[src/rtl/neuron_sad_pkg.sv]
// Shared types and sizing helpers for the neuron SAD engine.
package neuron_sad_pkg;

  localparam int WIDTH_DEFAULT = 8;

  typedef enum logic [1:0] {
    IDLE,
    ACCUM,
    DRAIN,
    HOLD
  } state_t;

  // Result width that can hold n_samples maximal differences without overflow.
  function automatic int acc_width(input int width, input int n_samples);
    return width + $clog2(n_samples);
  endfunction

endpackage

[src/rtl/neuron_sad_subtractor.sv]
// Prefix-network leaf cells and the 8-bit Sklansky subtractor d = a + ~b + 1.
module generate_propagate (
  input  logic a,
  input  logic b,
  output logic g,
  output logic p
);
  assign g = a & b;
  assign p = a ^ b;
endmodule

module black_cell (
  input  logic g_hi,
  input  logic p_hi,
  input  logic g_lo,
  input  logic p_lo,
  output logic g,
  output logic p
);
  assign g = g_hi | (p_hi & g_lo);
  assign p = p_hi & p_lo;
endmodule

module gray_cell (
  input  logic g_hi,
  input  logic p_hi,
  input  logic g_lo,
  output logic g
);
  assign g = g_hi | (p_hi & g_lo);
endmodule

module sklansky_subtractor_8bit (
  input  logic [7:0] a,
  input  logic [7:0] b,
  output logic [7:0] d,
  output logic       cout
);
  logic [7:0] g, p, c;
  logic [7:0] b_inv;
  logic g21, p21, g43, p43, g65, p65, g53, p53, g63, p63;

  // Carry-in of 1 acts as a generate at bit -1, so c[i] is the carry out of bit i.
  localparam logic CIN = 1'b1;

  assign b_inv = ~b;

  for (genvar i = 0; i < 8; i++) begin : g_gp
    generate_propagate u_gp (.a(a[i]), .b(b_inv[i]), .g(g[i]), .p(p[i]));
  end

  gray_cell  u_l1_0 (.g_hi(g[0]), .p_hi(p[0]), .g_lo(CIN), .g(c[0]));
  black_cell u_l1_2 (.g_hi(g[2]), .p_hi(p[2]), .g_lo(g[1]), .p_lo(p[1]), .g(g21), .p(p21));
  black_cell u_l1_4 (.g_hi(g[4]), .p_hi(p[4]), .g_lo(g[3]), .p_lo(p[3]), .g(g43), .p(p43));
  black_cell u_l1_6 (.g_hi(g[6]), .p_hi(p[6]), .g_lo(g[5]), .p_lo(p[5]), .g(g65), .p(p65));

  gray_cell  u_l2_1 (.g_hi(g[1]), .p_hi(p[1]), .g_lo(c[0]), .g(c[1]));
  gray_cell  u_l2_2 (.g_hi(g21),  .p_hi(p21),  .g_lo(c[0]), .g(c[2]));
  black_cell u_l2_5 (.g_hi(g[5]), .p_hi(p[5]), .g_lo(g43), .p_lo(p43), .g(g53), .p(p53));
  black_cell u_l2_6 (.g_hi(g65),  .p_hi(p65),  .g_lo(g43), .p_lo(p43), .g(g63), .p(p63));

  gray_cell  u_l3_3 (.g_hi(g[3]), .p_hi(p[3]), .g_lo(c[2]), .g(c[3]));
  gray_cell  u_l3_4 (.g_hi(g43),  .p_hi(p43),  .g_lo(c[2]), .g(c[4]));
  gray_cell  u_l3_5 (.g_hi(g53),  .p_hi(p53),  .g_lo(c[2]), .g(c[5]));
  gray_cell  u_l3_6 (.g_hi(g63),  .p_hi(p63),  .g_lo(c[2]), .g(c[6]));

  gray_cell  u_l4_7 (.g_hi(g[7]), .p_hi(p[7]), .g_lo(c[6]), .g(c[7]));

  assign d    = p ^ {c[6:0], CIN};
  assign cout = c[7];
endmodule

[src/rtl/neuron_sad_subtract_accumulate.sv]
// Streaming SAD engine: |a-b| per accepted pair, one summed result per frame.
module neuron_sad_subtract_accumulate
  import neuron_sad_pkg::*;
#(
  parameter int WIDTH     = WIDTH_DEFAULT,
  parameter int N_SAMPLES = 16,
  parameter int ACC_W     = acc_width(WIDTH, N_SAMPLES)
) (
  input  logic             clk,
  input  logic             rst,
  input  logic             in_valid,
  output logic             in_ready,
  input  logic [WIDTH-1:0] a,
  input  logic [WIDTH-1:0] b,
  output logic             out_valid,
  input  logic             out_ready,
  output logic [ACC_W-1:0] sad,
  output logic             busy
);
  localparam int CNT_W = $clog2(N_SAMPLES);

  state_t state, state_next;
  logic [CNT_W-1:0] count;
  logic [WIDTH-1:0] diff, abs_diff, s1_abs;
  logic             cout, s1_valid, s1_last;
  logic [ACC_W-1:0] acc, acc_sum;
  logic             accept, last_pair;

  sklansky_subtractor_8bit u_sub (
    .a   (a),
    .b   (b),
    .d   (diff),
    .cout(cout)
  );

  // A missing carry means a borrow, so the two's-complement negation gives |a-b|.
  assign abs_diff  = cout ? diff : (~diff + WIDTH'(1));
  assign accept    = in_valid && in_ready;
  assign last_pair = (count == CNT_W'(N_SAMPLES - 1));
  assign acc_sum   = acc + ACC_W'(s1_abs);

  always_ff @(posedge clk) begin
    if (rst) begin
      state    <= IDLE;
      count    <= '0;
      s1_abs   <= '0;
      s1_valid <= 1'b0;
      s1_last  <= 1'b0;
      acc      <= '0;
      sad      <= '0;
    end else begin
      state    <= state_next;
      s1_valid <= accept;
      if (accept) begin
        s1_abs  <= abs_diff;
        s1_last <= last_pair;
        count   <= last_pair ? '0 : count + CNT_W'(1);
      end
      if (s1_valid) begin
        if (s1_last) begin
          sad <= acc_sum;
          acc <= '0;
        end else begin
          acc <= acc_sum;
        end
      end
    end
  end

  always_comb begin
    state_next = state;
    case (state)
      IDLE:    if (accept) state_next = last_pair ? DRAIN : ACCUM;
      ACCUM:   if (accept && last_pair) state_next = DRAIN;
      DRAIN:   state_next = HOLD;
      HOLD:    if (out_ready) state_next = IDLE;
      default: state_next = IDLE;
    endcase
  end

  assign in_ready  = (state == IDLE) || (state == ACCUM);
  assign out_valid = (state == HOLD);
  assign busy      = (state != IDLE);

endmodule

[config.mk]
export PLATFORM = sky130hd
export DESIGN_NAME = neuron_sad_subtract_accumulate
export DESIGN_NICKNAME = d
export VERILOG_FILES = /design/src/rtl/neuron_sad_pkg.sv /design/src/rtl/neuron_sad_subtractor.sv /design/src/rtl/neuron_sad_subtract_accumulate.sv
export SDC_FILE = /design/constraint.sdc
export NUM_CORES = 1
export LEC_CHECK = 0
export BUFFER_PORTS_ARGS = -buffer_cell sky130_fd_sc_hd__buf_2
export CORE_UTILIZATION = 23
export CTS_CLUSTER_SIZE = 25
export DETAILED_ROUTE_END_ITERATION = 6
export GPL_TIMING_DRIVEN = 1
export HOLD_SLACK_MARGIN = 0.05
export MAX_ROUTING_LAYER = met4
export PLACE_DENSITY = 0.48
export SETUP_SLACK_MARGIN = 0.4
export SLEW_MARGIN = 20
export SYNTH_ARGS = -nofsm -noshare
export SYNTH_HDL_FRONTEND = slang
export SYNTH_SLANG_ARGS = --single-unit
[constraint.sdc]
create_clock -name clk -period 3.22 [get_ports clk]
set_input_delay 0.805 -clock clk [delete_from_list [all_inputs] [get_ports clk]]
set_output_delay 0.805 -clock clk [all_outputs]
set_load 0.01 [all_outputs]
==> run_results.csv, run 1 <==
group,metric,value,unit
place,placed_area,2910,um2
power_and_ir_drop,power.internal,0.987,mW
timing,setup_slack,0.346,ns
detailed_routing,postRouteAntennaNets,0,
synthesis,async_flop_share,0,
synthesis,ys_warn_count,0,
cells_and_area,final_util,0.297,
grt,grt_pass1_wl,10.0,mm
timing,maxSlewHeadroom,0.474,
timing,tightest_slew,0.788,ns
detailed_routing,wl,5.77,mm
power_and_ir_drop,p_sw,0.587,mW
timing,slew_violations,0,
grt,overflow,0,
grt,grt_max_degree,23,
setup_path,r2r_end,"sad[8]",
cells_and_area,layout-drive-gt1-share,0.235,
clocking,hold_buffers,0,
run,maxCapViolCount,0,
cells_and_area,diodes,0,
synthesis,syn_avg_cell_area,8.27,um2
die,die_y,106,um
detailed_routing,drt-pass1-iter-count,4,
synthesis,ys_seq_area_frac,0.321,
setup_path,critPathLaunchType,"input pin",
cells_and_area,layout.cells.most_common,"dfxtp_1",
cells_and_area,fin_area,3090,um2
synthesis,synth_edf_count,0,
setup_path,required,3.43,ns
power_and_ir_drop,swShare,0.373,
setup_path,critPathCaptureType,"flop",
power_and_ir_drop,leakage,1.29,nW
setup_path,crit_type,"input pin to flop",
outcome,status,"complete, no violations",
timing,setup_viol,0,
power_and_ir_drop,combPwrFrac,0.386,
place,io_buffers,34,
synthesis,ys.flop_type,"dfxtp_1",
min_path,worstHoldEndpoint,"sad[7]",
die,fp-row-count,37,
min_path,hold_start,"sad[7]",
clocking,worstSkewPairLatency,0.30,ns
clocking,cts_buffers,5,
grt,grt_pass1_vias,2161,
place,gp_congestion,0.792,
cells_and_area,area_growth,24.0,%
synthesis,syn-num-nets,348,
cells_and_area,fin_nets,386,
place,dp.cells,468,
place,dpl_worst_slack,-0.0897,ns
setup_path,path_max_fanout,4,
setup_path,rrSetupSlack,0.98,ns
clocking,cts_tree,"yes",
die,pin_count,35,
synthesis,synthCells,302,
power_and_ir_drop,pwr_density_cell,509,nW/um2
timing,skew,0.00303,ns
min_path,hp-class,"flop to flop",
cells_and_area,final_cell_mix,"40 x dfxtp_1, 37 x nand2_1, 32 x nor2_1, 32 x buf_2, 22 x inv_1",
cells_and_area,instances_no_fill,477,
die,dieArea,11300,um2
setup_path,worstPathArrival,3.08,ns
detailed_routing,viasPerCell,4.57,
setup_path,r2r-start,"s1_abs[0]",
die,die_w,106,um
clocking,clock_sinks,40,
synthesis,netlist_area,2500,um2
clocking,h-tree-depth,2,
timing,rsz0062_at_grt,"yes",
synthesis,synthDistinctLibCells,54,
detailed_routing,drt_iter0_drc,65,
power_and_ir_drop,clkPwrFrac,0.226,
power_and_ir_drop,pwr-share-seq,0.388,
grt,antenna_found_initial,0,
grt,grt_usage,0.113,
timing,finalHoldViolCount,0,
detailed_routing,vias,2179,
die,core,10400,um2
place,hpwl,4.27,mm
timing,fmax,348,MHz
setup_path,reg2regPathDepth,9,
timing,finalCriticalPeriod,2.87,ns
clocking,path_clk_slew,0.08,ns
min_path,hold_path_depth,2,
timing,finalCritPeriodShare,0.893,
clocking,clockRootBuffer,"clkbuf_8",
die,start_util,0.240,
synthesis,ys_ff_latch,40,
cells_and_area,n_fill_cell,1102,
clocking,cts.path.max_buffers,2,
timing,setup_tns,0,ns
detailed_routing,drc_errors,0,
power_and_ir_drop,peakVddDrop,0.000161,V
detailed_routing,wire_per_inst,12.1,um
-- routing by layer --
layer	track usage	part of all wire	up-vias
li1	-	-	1133
met1	0.138	0.48	994
met2	0.183	0.46	41
met3	0.0264	0.043	11
met4	0.0357	0.016	0
met5	-	0	-
-- Yosys cell counts (all sizes together), types with 6 or more instances --
library cell	n	area (um2)
dfxtp	40	801
nand2	38	143
o21ai	8	40.0
xnor2	8	70.1
ha	22	275
a21o	6	45.0
clkbuf	11	41.3
nor2	34	128
a211oi	11	97.6
inv	24	90.1
a21oi	22	110
-- area by class of cell --
cell class / instances / area, um2 / area share
Clock buffer: 6 / 82.6 / 0.0267
Clock inverter: 2 / 10.0 / 0.00323
Inverter: 24 / 103 / 0.0332
Multi-Input combinational cell: 226 / 1670 / 0.539
Sequential cell: 40 / 801 / 0.259
Tap cell: 136 / 170 / 0.0550
Timing Repair Buffer: 43 / 262 / 0.0845
-- flip-flops by register name, indices dropped and copies added, names as in the netlist --
signal,count
acc,12
count,4
s1_last,1
sad,12
s1_valid,1
s1_abs,8
state,2
-- timing repair --
item	4_1_cts	5_1_grt
buffers inserted	1	0
gates resized for setup	3	21
setup endpoints to repair	7	6
pin swaps	5	12
-- worst max-delay path: stages --
cell      delay, ns
buf_8          0.11
inv_12         0.04
ha_4           0.18
nor2b_4        0.12
o31a_1         0.30
o21ai_2        0.16
a21oi_2        0.07
or2_4          0.23
fa_2           0.44
or3_4          0.38
a311oi_2       0.24
-- how the worst max path moves through the flow --
| stage | cells past startpoint | slack (ns) | to | from |
|---|---|---|---|---|
| floorplan | 11 | 0.04 | s1_abs[3] | b[1] |
| global placement | 14 | -0.04 | s1_abs[2] | b[1] |
| detailed placement | 13 | -0.09 | s1_abs[5] | b[1] |
| CTS | 11 | 0.40 | s1_abs[3] | b[1] |
| global route | 14 | 0.28 | s1_abs[2] | b[1] |
| finish | 11 | 0.35 | s1_abs[3] | b[1] |
-- power by group through the flow --
stage | Clock, mW | Combinational (mW) | Sequential [mW]
5_1_grt | 0.387 | 0.698 | 0.621
3_5_place_dp | 0 | 0.578 | 0.621
3_3_place_gp | 0 | 0.568 | 0.621
6_report | 0.356 | 0.607 | 0.610
4_1_cts | 0.369 | 0.585 | 0.610
2_1_floorplan | 0 | 0.443 | 0.602
-- per-stage QoR --
step                total power [mW]  hold slack (ns)
floorplan                       1.05            0.436
global placement                1.19            0.446
detailed placement              1.20            0.447
CTS                             1.56            0.458
global route                    1.71            0.481
finish                          1.57            0.456
-- cell families after synthesis --
kind of cell / count (synthesis) / synth area share
flip-flops: 40 / 0.321
buffers and inverters: 36 / 0.0541
adder cells (fa/ha/maj): 26 / 0.142
XOR/XNOR: 13 / 0.0456
multiplexers: 2 / 0.00802
AO/OA/AOI/OAI: 77 / 0.223
AND/OR/NAND/NOR: 108 / 0.207
Note: power is estimated with default switching activity, not from simulation.
==> run 2, diff against run 1 <==
--- a/config.mk
+++ b/config.mk
@@ -12,7 +12,7 @@
 export GPL_TIMING_DRIVEN = 1
 export HOLD_SLACK_MARGIN = 0.05
 export MAX_ROUTING_LAYER = met4
-export PLACE_DENSITY = 0.48
+export PLACE_DENSITY = 0.47
 export SETUP_SLACK_MARGIN = 0.4
 export SLEW_MARGIN = 20
 export SYNTH_ARGS = -nofsm -noshare
==> constraint.sdc (replaced) <==
create_clock -name clk -period 3.63 [get_ports clk]
set_input_delay 0.9075 -clock clk [delete_from_list [all_inputs] [get_ports clk]]
set_output_delay 0.9075 -clock clk [all_outputs]
set_load 0.01 [all_outputs]
==> run 2 against run 1 <==
Critical endpoint unchanged. Critical path type unchanged. Via count down 2.5%. Sequential share of layout area up 0.87 points. Critical path depth stayed put. Highest routed layer unchanged. Final cell count fell by 1.3%. Hold slack lost 0.0019 ns. First-iteration DRC count rose by 26%. Routed wire length decreased by 2.2%. Combinational power is 18% lower. Flip-flop and latch count unchanged. Non-clock buffer count decreased by 6. Die area is the same.
==> run_results.csv, run 2 (synthesized netlist as in run 1, its figures left out) <==
group,metric,value,unit
detailed_routing,viasPerCell,4.51,
die,dieArea,11300,um2
setup_path,rrSetupSlack,1.45,ns
grt,grt_max_degree,25,
power_and_ir_drop,clkPwrFrac,0.280,
setup_path,worstPathArrival,3.33,ns
die,start_util,0.240,
setup_path,cp_slowest_stage_delay,0.42,ns
setup_path,path_max_fanout,9,
cells_and_area,diodes,0,
cells_and_area,fin_nets,380,
clocking,worstSkewPairLatency,0.30,ns
setup_path,worstPathCellList,"buf_2 -> inv_12 -> ha_4 -> nor2b_4 -> o31a_1 -> o21ai_2 -> a21oi_1 -> or2_4 -> fa_2 -> or3_1 -> a311oi_1",
grt,grt_usage,0.108,
cells_and_area,layout-drive-gt1-share,0.182,
power_and_ir_drop,p_sw,0.500,mW
die,core,10400,um2
timing,setup_tns,0,ns
detailed_routing,wl,5.64,mm
setup_path,required,3.84,ns
grt,antenna_found_initial,0,
clocking,cts_buffers,5,
timing,skew,0.00664,ns
detailed_routing,wire_per_inst,12.0,um
setup_path,r2r-start,"s1_abs[0]",
detailed_routing,drc_errors,0,
cells_and_area,seqCellArea,801,um2
setup_path,cp_slowest_cell,"fa_2",
cells_and_area,multiInputGateArea,1600,um2
die,die_w,106,um
place,gp_congestion,0.801,
clocking,h-tree-depth,2,
power_and_ir_drop,combPwrFrac,0.345,
clocking,cts.path.max_buffers,2,
run,maxCapViolCount,0,
grt,grt_pass1_vias,1930,
cells_and_area,layout.cells.most_common,"dfxtp_1",
clocking,path_clk_slew,0.08,ns
timing,tightest_slew,0.812,ns
clocking,cts_tree,"yes",
detailed_routing,vias,2125,
power_and_ir_drop,pwr-share-seq,0.374,
power_and_ir_drop,leakage,1.25,nW
setup_path,cp_num_buf_inv,2,
cells_and_area,n_fill_cell,1127,
outcome,status,"complete, no violations",
die,die_y,106,um
timing,maxSlewHeadroom,0.458,
clocking,clockRootBuffer,"clkbuf_8",
timing,slew_violations,0,
setup_path,critPathCaptureType,"flop",
power_and_ir_drop,peakVddDrop,0.000133,V
timing,fmax,321,MHz
power_and_ir_drop,totalPowerFinal,1.44,mW
clocking,post-cts-setup-buffers,0,
setup_path,crit_type,"input pin to flop",
timing,finalHoldViolCount,0,
setup_path,crit_family,"compound AO/OA/AOI/OAI gates",
setup_path,critPathLaunchType,"input pin",
cells_and_area,reg.largest.list,"acc x12, sad x12, s1_abs x8",
timing,finalCriticalPeriod,3.12,ns
min_path,hold_start,"sad[5]",
setup_path,reg2regPathDepth,9,
setup_path,startpoint,"b[1]",
detailed_routing,drt-pass1-iter-count,4,
die,pin_count,35,
grt,grt_pass1_wl,9.48,mm
min_path,hp-class,"flop to flop",
power_and_ir_drop,swShare,0.346,
cells_and_area,final_cell_mix,"40 x dfxtp_1, 38 x nand2_1, 34 x nor2_1, 34 x buf_2, 23 x inv_1",
clocking,cts_resized,0,
place,hpwl,4.23,mm
cells_and_area,area_growth,19.9,%
clocking,clock_sinks,40,
detailed_routing,drt_iter0_drc,82,
power_and_ir_drop,pwr_density_cell,482,nW/um2
timing,finalCritPeriodShare,0.859,
setup_path,r2r_end,"acc[8]",
detailed_routing,postRouteAntennaNets,0,
timing,rsz0062_at_grt,"no",
min_path,hold_path_depth,2,
min_path,worstHoldEndpoint,"sad[5]",
die,fp-row-count,37,
power_and_ir_drop,power.internal,0.943,mW
timing,setup_viol,0,
place,io_buffers,34,
clocking,hold_buffers,0,
grt,overflow,0,
==> run 2: worst max path at each step <==
stage | endpoint | slack [ns] | depth (start not counted)
2_1_floorplan | s1_abs[3] | 0.35 | 11
3_3_place_gp | s1_abs[3] | 0.18 | 11
3_5_place_dp | s1_abs[3] | 0.15 | 11
4_1_cts | s1_abs[3] | 0.46 | 11
5_1_grt | s1_abs[3] | 0.40 | 11
6_report | s1_abs[3] | 0.51 | 11
==> run 2: metal layers <==
metal	GRT usage	share of wire	up-vias
met5	-	0	-
met4	0.0357	0.014	0
met3	0.0190	0.030	6
met2	0.163	0.43	33
met1	0.144	0.53	965
li1	-	-	1121
==> run 2: cell type report <==
class                      instances  area share
clock inverter                     1      0.0100
tap                              136      0.0568
clock buffer                       7      0.0322
sequential                        40       0.267
inverter                          24      0.0343
multi-input combinational        226       0.535
timing repair buffer              37      0.0644
==> run 2: power groups by stage <==
stage	clock network [mW]	logic, mW	registers [mW]
after floorplan	0	0.393	0.534
after global placement	0	0.498	0.550
after detailed placement	0	0.501	0.550
after CTS	0.420	0.506	0.540
after global routing	0.435	0.566	0.550
final	0.405	0.498	0.540
==> run 2: worst min-delay path, cell delays in order (launching register included) <==
cell	delay, ns
dfxtp_1	0.31
nand2_1	0.05
a21oi_1	0.05
==> run 2: metrics by stage <==
step,hold WS [ns],instance area (um2),std cells,worst slack [ns],utilization
floorplan,0.436,2560,302,0.351,-
global placement,0.448,2870,463,0.175,0.275
detailed placement,0.447,2870,463,0.146,0.275
CTS,0.458,2990,471,0.455,0.287
global route,0.478,2990,471,0.404,0.287
finish,0.455,2990,471,0.512,0.287
==> run 3, diff against run 2 <==
--- a/config.mk
+++ b/config.mk
@@ -6,6 +6,7 @@
 export NUM_CORES = 1
 export LEC_CHECK = 0
 export BUFFER_PORTS_ARGS = -buffer_cell sky130_fd_sc_hd__buf_2
+export CORE_ASPECT_RATIO = 0.9
 export CORE_UTILIZATION = 23
 export CTS_CLUSTER_SIZE = 25
 export DETAILED_ROUTE_END_ITERATION = 6
==> constraint.sdc (replaced) <==
create_clock -name clk -period 3.63 [get_ports clk]
set_input_delay 0.9075 -clock clk [delete_from_list [all_inputs] [get_ports clk]]
set_output_delay 0.9075 -clock clk [all_outputs]
set_load 0.05 [all_outputs]
==> run 3 against run 2 <==
The run now ends with DRC left. Hold slack worse by 0.0041 ns. Clock power grew 24%. First-iteration DRC count up 12%. Combinational power grew 12%. Design area is 1.5% higher. Routed wire length decreased by 0.66%. Register-to-register slack hardly changed. Setup slack improved by 0.0058 ns. Via count grew 2.2%. Critical path type unchanged. Largest cell class unchanged.
==> run_results.csv, run 3 (synthesized netlist as in run 1, its figures left out) <==
group,metric,value,unit
outcome,violations,"DRC",
cells_and_area,area_growth,21.8,%
setup_path,crit_type,"input pin to flop",
place,placed_area,2860,um2
grt,grt_pass1_vias,2055,
setup_path,critPathCaptureType,"flop",
timing,setup_slack,0.518,ns
clocking,clock_sinks,40,
cells_and_area,layout.cells.most_common,"dfxtp_1",
grt,grt_pass1_wl,9.63,mm
timing,setup_viol,0,
power_and_ir_drop,leakage,1.28,nW
cells_and_area,diodes,0,
outcome,status,"complete, but fails checks",
grt,grt_max_degree,42,
die,dieArea,11300,um2
timing,finalHoldViolCount,0,
setup_path,r2r-start,"s1_abs[0]",
die,start_util,0.241,
grt,antenna_found_initial,0,
clocking,post-cts-setup-buffers,0,
timing,rsz0062_at_grt,"yes",
clocking,path_clk_slew,0.06,ns
timing,holdWs,0.451,ns
timing,fmax,321,MHz
grt,grt_usage,0.108,
cells_and_area,reg.largest.list,"acc x12, sad x12, s1_abs x8",
cells_and_area,fin_area,3040,um2
grt,overflow,0,
timing,tightest_slew,0.729,ns
setup_path,rrSetupSlack,1.44,ns
timing,setup_tns,0,ns
detailed_routing,postRouteAntennaNets,0,
clocking,cts_resized,0,
timing,slew_violations,0,
detailed_routing,wl,5.60,mm
detailed_routing,viasPerCell,4.66,
detailed_routing,routed.top_layer,"met4",
place,dpl_worst_slack,0.140,ns
clocking,h-tree-depth,2,
detailed_routing,wirelength_met1,2.92,mm
die,die_w,112,um
detailed_routing,vias,2172,
clocking,hold_buffers,0,
clocking,clockRootBuffer,"clkbuf_16",
timing,finalCritPeriodShare,0.857,
detailed_routing,wire_per_inst,12.0,um
timing,maxSlewHeadroom,0.513,
clocking,cts_tree,"yes",
setup_path,critPathLaunchType,"input pin",
cells_and_area,n_fill_cell,1078,
place,io_buffers,34,
place,dp.cells,456,
cells_and_area,layout-drive-gt1-share,0.187,
die,fp-row-count,35,
setup_path,path_max_fanout,6,
power_and_ir_drop,pwr_density_cell,526,nW/um2
clocking,cts_buffers,5,
die,core,10400,um2
clocking,cts.path.max_buffers,2,
clocking,worstSkewPairLatency,0.28,ns
detailed_routing,wl_met2,2.47,mm
cells_and_area,fin_nets,382,
die,die_y,101,um
setup_path,crit_path_end,"s1_abs[5]",
place,gp_congestion,0.762,
setup_path,reg2regPathDepth,9,
die,pin_count,35,
setup_path,worstPathArrival,3.31,ns
cells_and_area,final_cell_mix,"40 x dfxtp_1, 38 x nand2_1, 34 x nor2_1, 34 x buf_2, 23 x inv_1",
power_and_ir_drop,peakVddDrop,0.000211,V
timing,finalCriticalPeriod,3.11,ns
detailed_routing,wl_met3,153,um
cells_and_area,instances_no_fill,466,
detailed_routing,drc_errors,2,
detailed_routing,drt_iter0_drc,92,
timing,skew,0.00214,ns
place,hpwl,4.15,mm
min_path,hp-class,"flop to flop",
detailed_routing,drt-pass1-iter-count,6,
setup_path,startpoint,"b[1]",
setup_path,r2r_end,"sad[8]",
run,maxCapViolCount,0,
setup_path,required,3.83,ns
[run 3: cell types whose count changed in the layout (fill, tap and decap cells not counted)]
cell | before | now
clkinv_2 | 0 | 1
clkbuf_2 | 0 | 1
clkinvlp_4 | 0 | 1
buf_4 | 3 | 4
clkbuf_16 | 0 | 5
clkbuf_8 | 7 | 0
[run 3: how the worst min path moves through the flow]
stage / startpoint / to / slack (ns) / cells past startpoint
6_report: sad[5] / sad[5] / 0.45 / 2
3_3_place_gp: sad[4] / sad[4] / 0.44 / 2
5_1_grt: sad[5] / sad[5] / 0.47 / 2
2_1_floorplan: s1_abs[2] / s1_abs[2] / 0.44 / 2
3_5_place_dp: sad[2] / sad[2] / 0.45 / 2
4_1_cts: sad[2] / sad[2] / 0.46 / 2
[run 3: where the power goes]
| group | internal (mW) | switching [mW] |
|---|---|---|
| combinational | 0.209 | 0.348 |
| clock | 0.323 | 0.180 |
| sequential | 0.494 | 0.0446 |
| total | 1.03 | 0.572 |
[run 3: area by class of cell]
cell class / instances / area (um2) / area share
flip-flops and latches: 40 / 801 / 0.263
repair buffers: 39 / 205 / 0.0675
clock buffers: 5 / 125 / 0.0412
well taps: 129 / 161 / 0.0531
inverters: 24 / 103 / 0.0338
clock inverters: 3 / 42.5 / 0.0140
multi-input cells: 226 / 1600 / 0.527
[run 3: critical path, cell delays in order]
cell and delay (ns):
buf_2 0.16, inv_12 0.04, ha_4 0.22, nor2b_4 0.12, o31a_1 0.31, o21ai_2 0.18
a21oi_1 0.09, or2_4 0.25, fa_2 0.40, clkbuf_2 0.16, a21oi_1 0.16, xnor2_1 0.09
a211oi_1 0.21
[run 3: per-stage QoR]
| stage | util | power [mW] |
|---|---|---|
| floorplan | - | 0.981 |
| global placement | 0.275 | 1.10 |
| detailed placement | 0.275 | 1.11 |
| CTS | 0.292 | 1.61 |
| global route | 0.293 | 1.72 |
| finish | 0.293 | 1.60 |
[run 3: routing by layer]
metal | vias up | global-route usage
li1 | 1131 | -
met3 | 5 | 0.0222
met5 | - | -
met1 | 1007 | 0.141
met4 | 0 | 0.0281
met2 | 29 | 0.171
